`config.mk`:
```
export PLATFORM = sky130hd
export DESIGN_NAME = rot_quad_filter_flat
export DESIGN_NICKNAME = d
export VERILOG_FILES = /design/src/rtl/rot_pkg.sv /design/src/rtl/rot_quad_filter_if.sv /design/src/rtl/rot_debounce.sv /design/src/rtl/rot_quad_filter.sv /design/src/flat_wrapper.sv
export SDC_FILE = /design/constraint.sdc
export NUM_CORES = 1
export LEC_CHECK = 0
export ABC_AREA = 1
export CAP_MARGIN = 20
export CORE_MARGIN = 3
export CORE_UTILIZATION = 41
export DETAILED_ROUTE_END_ITERATION = 6
export PLACE_DENSITY = 0.72
export RECOVER_POWER = 100
export SETUP_SLACK_MARGIN = 0.5
export SLEW_MARGIN = 20
export SYNTH_ARGS = -nofsm -noshare
export SYNTH_HDL_FRONTEND = slang
export SYNTH_SLANG_ARGS = --single-unit
```
`constraint.sdc`:
```
create_clock -name clk -period 1.4 [get_ports clk]
set_input_delay 0.42 -clock clk [delete_from_list [all_inputs] [get_ports clk]]
set_output_delay 0.42 -clock clk [all_outputs]
set_load 0.01 [all_outputs]
```
`src/rtl/rot_pkg.sv`:
```
// rtl/rot_pkg.sv - shared defaults and encodings for the rotary quadrature filter
package rot_pkg;

  localparam int DEB_CYCLES_DEF = 50000;
  localparam int POS_W_DEF      = 8;

  localparam logic DIR_CW  = 1'b1;
  localparam logic DIR_CCW = 1'b0;

  // Debounced channel pair, indexed as {B, A}
  typedef enum logic [1:0] {
    CH_NONE   = 2'b00,
    CH_A_ONLY = 2'b01,
    CH_B_ONLY = 2'b10,
    CH_BOTH   = 2'b11
  } chan_e;

endpackage

```
`src/rtl/rot_quad_filter_if.sv`:
```
// rtl/rot_quad_filter_if.sv - encoder inputs and filtered step outputs
interface rot_quad_filter_if #(
  parameter int POS_W = rot_pkg::POS_W_DEF
);

  logic             ROT_A;
  logic             ROT_B;
  logic             rot_event;
  logic             rot_pulse;
  logic             rot_dir;
  logic [POS_W-1:0] position;

  modport master (
    input  ROT_A, ROT_B,
    output rot_event, rot_pulse, rot_dir, position
  );

  modport slave (
    output ROT_A, ROT_B,
    input  rot_event, rot_pulse, rot_dir, position
  );

endinterface

```
`src/rtl/rot_debounce.sv`:
```
// rtl/rot_debounce.sv - per-channel debounce counter and debounced level
module rot_debounce
  import rot_pkg::*;
#(
  parameter int DEB_CYCLES = DEB_CYCLES_DEF
) (
  input  logic clk,
  input  logic rst_n,
  input  logic sample,
  output logic level
);

  localparam int              CNT_W    = (DEB_CYCLES > 1) ? $clog2(DEB_CYCLES) : 1;
  localparam logic [CNT_W-1:0] CNT_LAST = CNT_W'(DEB_CYCLES - 1);

  logic [CNT_W-1:0] cnt;

  // The level moves only after DEB_CYCLES consecutive differing samples
  always_ff @(posedge clk or negedge rst_n) begin
    if (!rst_n) begin
      cnt   <= '0;
      level <= 1'b0;
    end else if (sample == level) begin
      cnt <= '0;
    end else if (cnt == CNT_LAST) begin
      cnt   <= '0;
      level <= sample;
    end else begin
      cnt <= cnt + CNT_W'(1);
    end
  end

endmodule

```
`src/rtl/rot_quad_filter.sv`:
```
// rtl/rot_quad_filter.sv - synchronized, debounced quadrature decoder with step position
module rot_quad_filter
  import rot_pkg::*;
#(
  parameter int DEB_CYCLES = DEB_CYCLES_DEF,
  parameter int POS_W      = POS_W_DEF
) (
  input  logic            clk,
  input  logic            rst_n,
  rot_quad_filter_if.master bus
);

  logic             a_s1, a_s2, b_s1, b_s2;
  logic             deb_a, deb_b;
  logic             q1, q2, q2_d;
  logic             event_r, pulse_r, dir_r;
  logic [POS_W-1:0] pos_r;
  logic             rise;
  logic             step_cw;

  always_ff @(posedge clk or negedge rst_n) begin
    if (!rst_n) begin
      a_s1 <= 1'b0;
      a_s2 <= 1'b0;
      b_s1 <= 1'b0;
      b_s2 <= 1'b0;
    end else begin
      a_s1 <= bus.ROT_A;
      a_s2 <= a_s1;
      b_s1 <= bus.ROT_B;
      b_s2 <= b_s1;
    end
  end

  rot_debounce #(.DEB_CYCLES(DEB_CYCLES)) u_deb_a (
    .clk    (clk),
    .rst_n  (rst_n),
    .sample (a_s2),
    .level  (deb_a)
  );

  rot_debounce #(.DEB_CYCLES(DEB_CYCLES)) u_deb_b (
    .clk    (clk),
    .rst_n  (rst_n),
    .sample (b_s2),
    .level  (deb_b)
  );

  always_ff @(posedge clk or negedge rst_n) begin
    if (!rst_n) begin
      q1   <= 1'b0;
      q2   <= 1'b0;
      q2_d <= 1'b0;
    end else begin
      case (chan_e'({deb_b, deb_a}))
        CH_NONE:   q1 <= 1'b0;
        CH_BOTH:   q1 <= 1'b1;
        CH_A_ONLY: q2 <= 1'b0;
        CH_B_ONLY: q2 <= 1'b1;
        default:   ;
      endcase
      q2_d <= q2;
    end
  end

  // event_r is q1 one cycle late, so it doubles as the edge-detect history
  assign rise    = q1 & ~event_r;
  // q2 low at the detent means A led B, which is a clockwise step
  assign step_cw = (q2_d == 1'b0);

  always_ff @(posedge clk or negedge rst_n) begin
    if (!rst_n) begin
      event_r <= 1'b0;
      pulse_r <= 1'b0;
      dir_r   <= DIR_CCW;
      pos_r   <= '0;
    end else begin
      event_r <= q1;
      pulse_r <= rise;
      if (rise) begin
        dir_r <= step_cw ? DIR_CW : DIR_CCW;
        pos_r <= step_cw ? pos_r + POS_W'(1) : pos_r - POS_W'(1);
      end
    end
  end

  assign bus.rot_event = event_r;
  assign bus.rot_pulse = pulse_r;
  assign bus.rot_dir   = dir_r;
  assign bus.position  = pos_r;

endmodule

```
`src/flat_wrapper.sv`:
```
// flat-port wrapper written by rule: the top's interface ports become plain ports
module rot_quad_filter_flat import rot_pkg::*;
#(
  parameter int DEB_CYCLES = DEB_CYCLES_DEF,
  parameter int POS_W      = POS_W_DEF
)
  (clk, rst_n, bus_ROT_A, bus_ROT_B, bus_rot_event, bus_rot_pulse, bus_rot_dir, bus_position);
  rot_quad_filter_if #(.POS_W(POS_W)) bus_i ();
  input  logic clk;
  input  logic rst_n;
  input wire logic [$bits(bus_i.ROT_A)-1:0] bus_ROT_A;
  input wire logic [$bits(bus_i.ROT_B)-1:0] bus_ROT_B;
  output wire logic [$bits(bus_i.rot_event)-1:0] bus_rot_event;
  output wire logic [$bits(bus_i.rot_pulse)-1:0] bus_rot_pulse;
  output wire logic [$bits(bus_i.rot_dir)-1:0] bus_rot_dir;
  output wire logic [$bits(bus_i.position)-1:0] bus_position;
  assign bus_i.ROT_A = bus_ROT_A;
  assign bus_i.ROT_B = bus_ROT_B;
  assign bus_rot_event = bus_i.rot_event;
  assign bus_rot_pulse = bus_i.rot_pulse;
  assign bus_rot_dir = bus_i.rot_dir;
  assign bus_position = bus_i.position;
  rot_quad_filter #(.DEB_CYCLES(DEB_CYCLES), .POS_W(POS_W)) u_core (.clk(clk), .rst_n(rst_n), .bus(bus_i));
endmodule
```
==> out/metrics.cfg <==
[status]
status=complete, but fails checks
violations=negative setup slack

[setup_path]
crit_arrival_ps=1760
critPathKind=reg -> reg
cp_slowest_cell=dfrtp_2
worstPathCellList=buf_6, inv_2, fa_2, inv_2, nand2_2, nand2_2, nand3b_1, nand2_1, nand2_1, nand3_1, nand2_1
required_ps=1600
critPathCaptureType=flip-flop
critPathMaxStageDelay_ps=410
cp_common_cell=nand2_1
crit_fanout=4
cp-start-kind=flip-flop

[logic_synthesis]
synth_area_per_cell_sq_um=7.93
synth_ff_type=dfrtp_1
ys_warn_count=0
synthCells=361
yosys-top-cells-area=dfrtp_1 (45%), nand2_1 (12%), nor2_1 (8.1%)
synth.area.mux_share_pct=0.393
post_synth_and_or_nand_nor_area_fraction_pct=35.8
async_reset_ff_share_pct=100
yosysSeqAreaShare_pct=45.4
synth_top_area_share_pct=45.4
synth_most_common_cell=nand2_1
yosys.area.top_type=dfrtp_1
syn-num-nets=376
synth_top_family_by_area=simple AND/OR/NAND/NOR gates
synth_xor_area_share_pct=3.93
netlist_top_cells_count=nand2_1 (92), nor2_1 (62), dfrtp_1 (52)
synth-edff-count=0
synth_area_sq_mm=0.00286
synth_fa_ha_area_share_pct=5.07
synth_cell_types=31
synth_compound_area_share_pct=3.49
ys_ff_latch=52

[placed_design]
dpl.hpwl_mm=4.37
placed_area_sq_mm=0.00343
io_buffers=14
globalplace.congestion=0.923

[clocking]
clock_path_buffers=2
cts_sinks=52
cts_tree=yes
cts_made_buffers=5
clk_pin_slew_ps=90
root_buffer=clkbuf_8
holdBufCountCts=0
clock_latency_ps=300
htree_num_levels=2

[sta]
period_share_pct=111
setup_slack_ps=-156
clock_skew_ps=6.24
drv_slew=0
max_slew_margin_pct=49.4
timing.hold.ws_ps=343
hold_viol=0
rsz0062_at_grt=true
setup_violations=7
max_freq_mhz=642
period_minus_slack_ps=1560
worstMarginPinSlew_ps=758

[route]
antenna_left=0
routedWlPerCell_um=14.6
drt-initial-drc-count=229
drc_errors=0
wl_mm=7.91
routed_via_density=5.01
drt_first_pass_iters=5
num_vias=2723

[global_routing]
top_usage_layer=met2
met1_usage_pct=24.6
grt_pass1_vias=2661
grt_pass1_wl_mm=12.1
antenna_found_initial=0
overflow=0
grt_max_degree=15
met2_usage_pct=33.0
grt_use_total_pct=19.4
met3_usage_pct=4.01

[hold_path]
hold_class=in -> async

[job]
cap_viol_max_count=0

[floorplanning]
core.rowCount=29
coreArea_sq_mm=0.00657
fp.dieArea_sq_mm=0.00802
fp.dieH_um=89.6
start_util_pct=43.6
boundaryPins=15
die_x_um=89.6

[final_layout]
design_area_sq_mm=0.00429
nNetsFinal=464
utilization_pct=65.3
drive_above_1_share_pct=46.2
fillers=467
diodes=0
area_growth_syn_to_layout_pct=49.6

[power_and_ir_drop]
leakagePower_nw=1.96
irDropWorstVdd_mv=0.358
power_density_mw_per_mm2=612

through the flow:
step / cells / power, W / TNS, ps / setup WS, ps
CTS: 530 / 0.00264 / -258 / -77.4
floorplan: 361 / 0.00164 / -21.2 / -7.96
global route: 543 / 0.00275 / -2340 / -210
global placement: 488 / 0.00171 / -273 / -73.3
finish: 543 / 0.00262 / -623 / -156
detailed placement: 488 / 0.00171 / -498 / -127
final timing paths:
kind                                        from                                 end  slack [ps]  depth (start not counted)
setup reg to reg           u_core.q2_d$_DFF_PN0_  u_core.bus.position[6]$_DFFE_PN0P_        -160                         11
hold / removal                             rst_n    u_core.u_deb_b.cnt[12]$_DFF_PN0_         340                          2
min in group clk           u_core.b_s1$_DFF_PN0_               u_core.b_s2$_DFF_PN0_         350                          0
setup / recovery           u_core.q2_d$_DFF_PN0_  u_core.bus.position[6]$_DFFE_PN0P_        -160                         11
hold reg to reg            u_core.b_s1$_DFF_PN0_               u_core.b_s2$_DFF_PN0_         350                          0
max in group asynchronous                  rst_n    u_core.u_deb_b.level$_DFFE_PN0P_         500                          2
cell type report:
| class | instances | area [sq um] | share of cell area (%) |
|---|---|---|---|
| inverter | 45 | 181 | 4.23 |
| multi-input combinational | 264 | 1920 | 44.8 |
| sequential | 52 | 1310 | 30.6 |
| clock buffer | 8 | 90.1 | 2.10 |
| tap | 93 | 116 | 2.72 |
| timing repair buffer | 81 | 666 | 15.5 |
metal layers:
layer  up-vias  share of wire, %  wire length, um
met5         -                 0                0
met4         0               2.3              178
met3        21               5.5              432
met2       114                51             4020
li1       1311                 -                -
met1      1277                41             3280
cells in the final DEF (no fill, tap or decap), types with 8 or more instances in the layout:
| master | instances |
|---|---|
| nand2_2 | 23 |
| dfrtp_1 | 43 |
| nor2_4 | 14 |
| dfrtp_2 | 9 |
| nand3_2 | 9 |
| nor2_2 | 18 |
| inv_1 | 30 |
| nand2_1 | 67 |
| nor3_2 | 8 |
| buf_4 | 42 |
| buf_6 | 21 |
| nand3_1 | 14 |
| inv_2 | 10 |
| clkbuf_1 | 15 |
| nor2_1 | 37 |
critical path: cells and delay by family (launching register included):
kind | cells | cell delay, ps
buffers and inverters | 3 | 250
and+or+nand+nor | 7 | 490
DFF | 1 | 410
adders and majority gates | 1 | 330
power breakdown:
group / internal, W / total, W / switching (W)
logic: 0.0000936 / 0.000207 / 0.000113
registers: 0.00152 / 0.00154 / 0.0000244
clock network: 0.000404 / 0.000873 / 0.000469
what timing repair did:
action	CTS	global route
buffers inserted	34	13
endpoints found under the setup margin	57	57
gates cloned	0	0
gates resized for setup	123	62
pin swaps	40	28
cell families after synthesis:
family          count (synthesis)
flops                          52
buf+inv                        45
fa+ha+maj                      11
xor+xnor                       12
simple gates                  222
mux                             1
compound gates                 18
No activity file was read; power rests on OpenSTA's default activity.
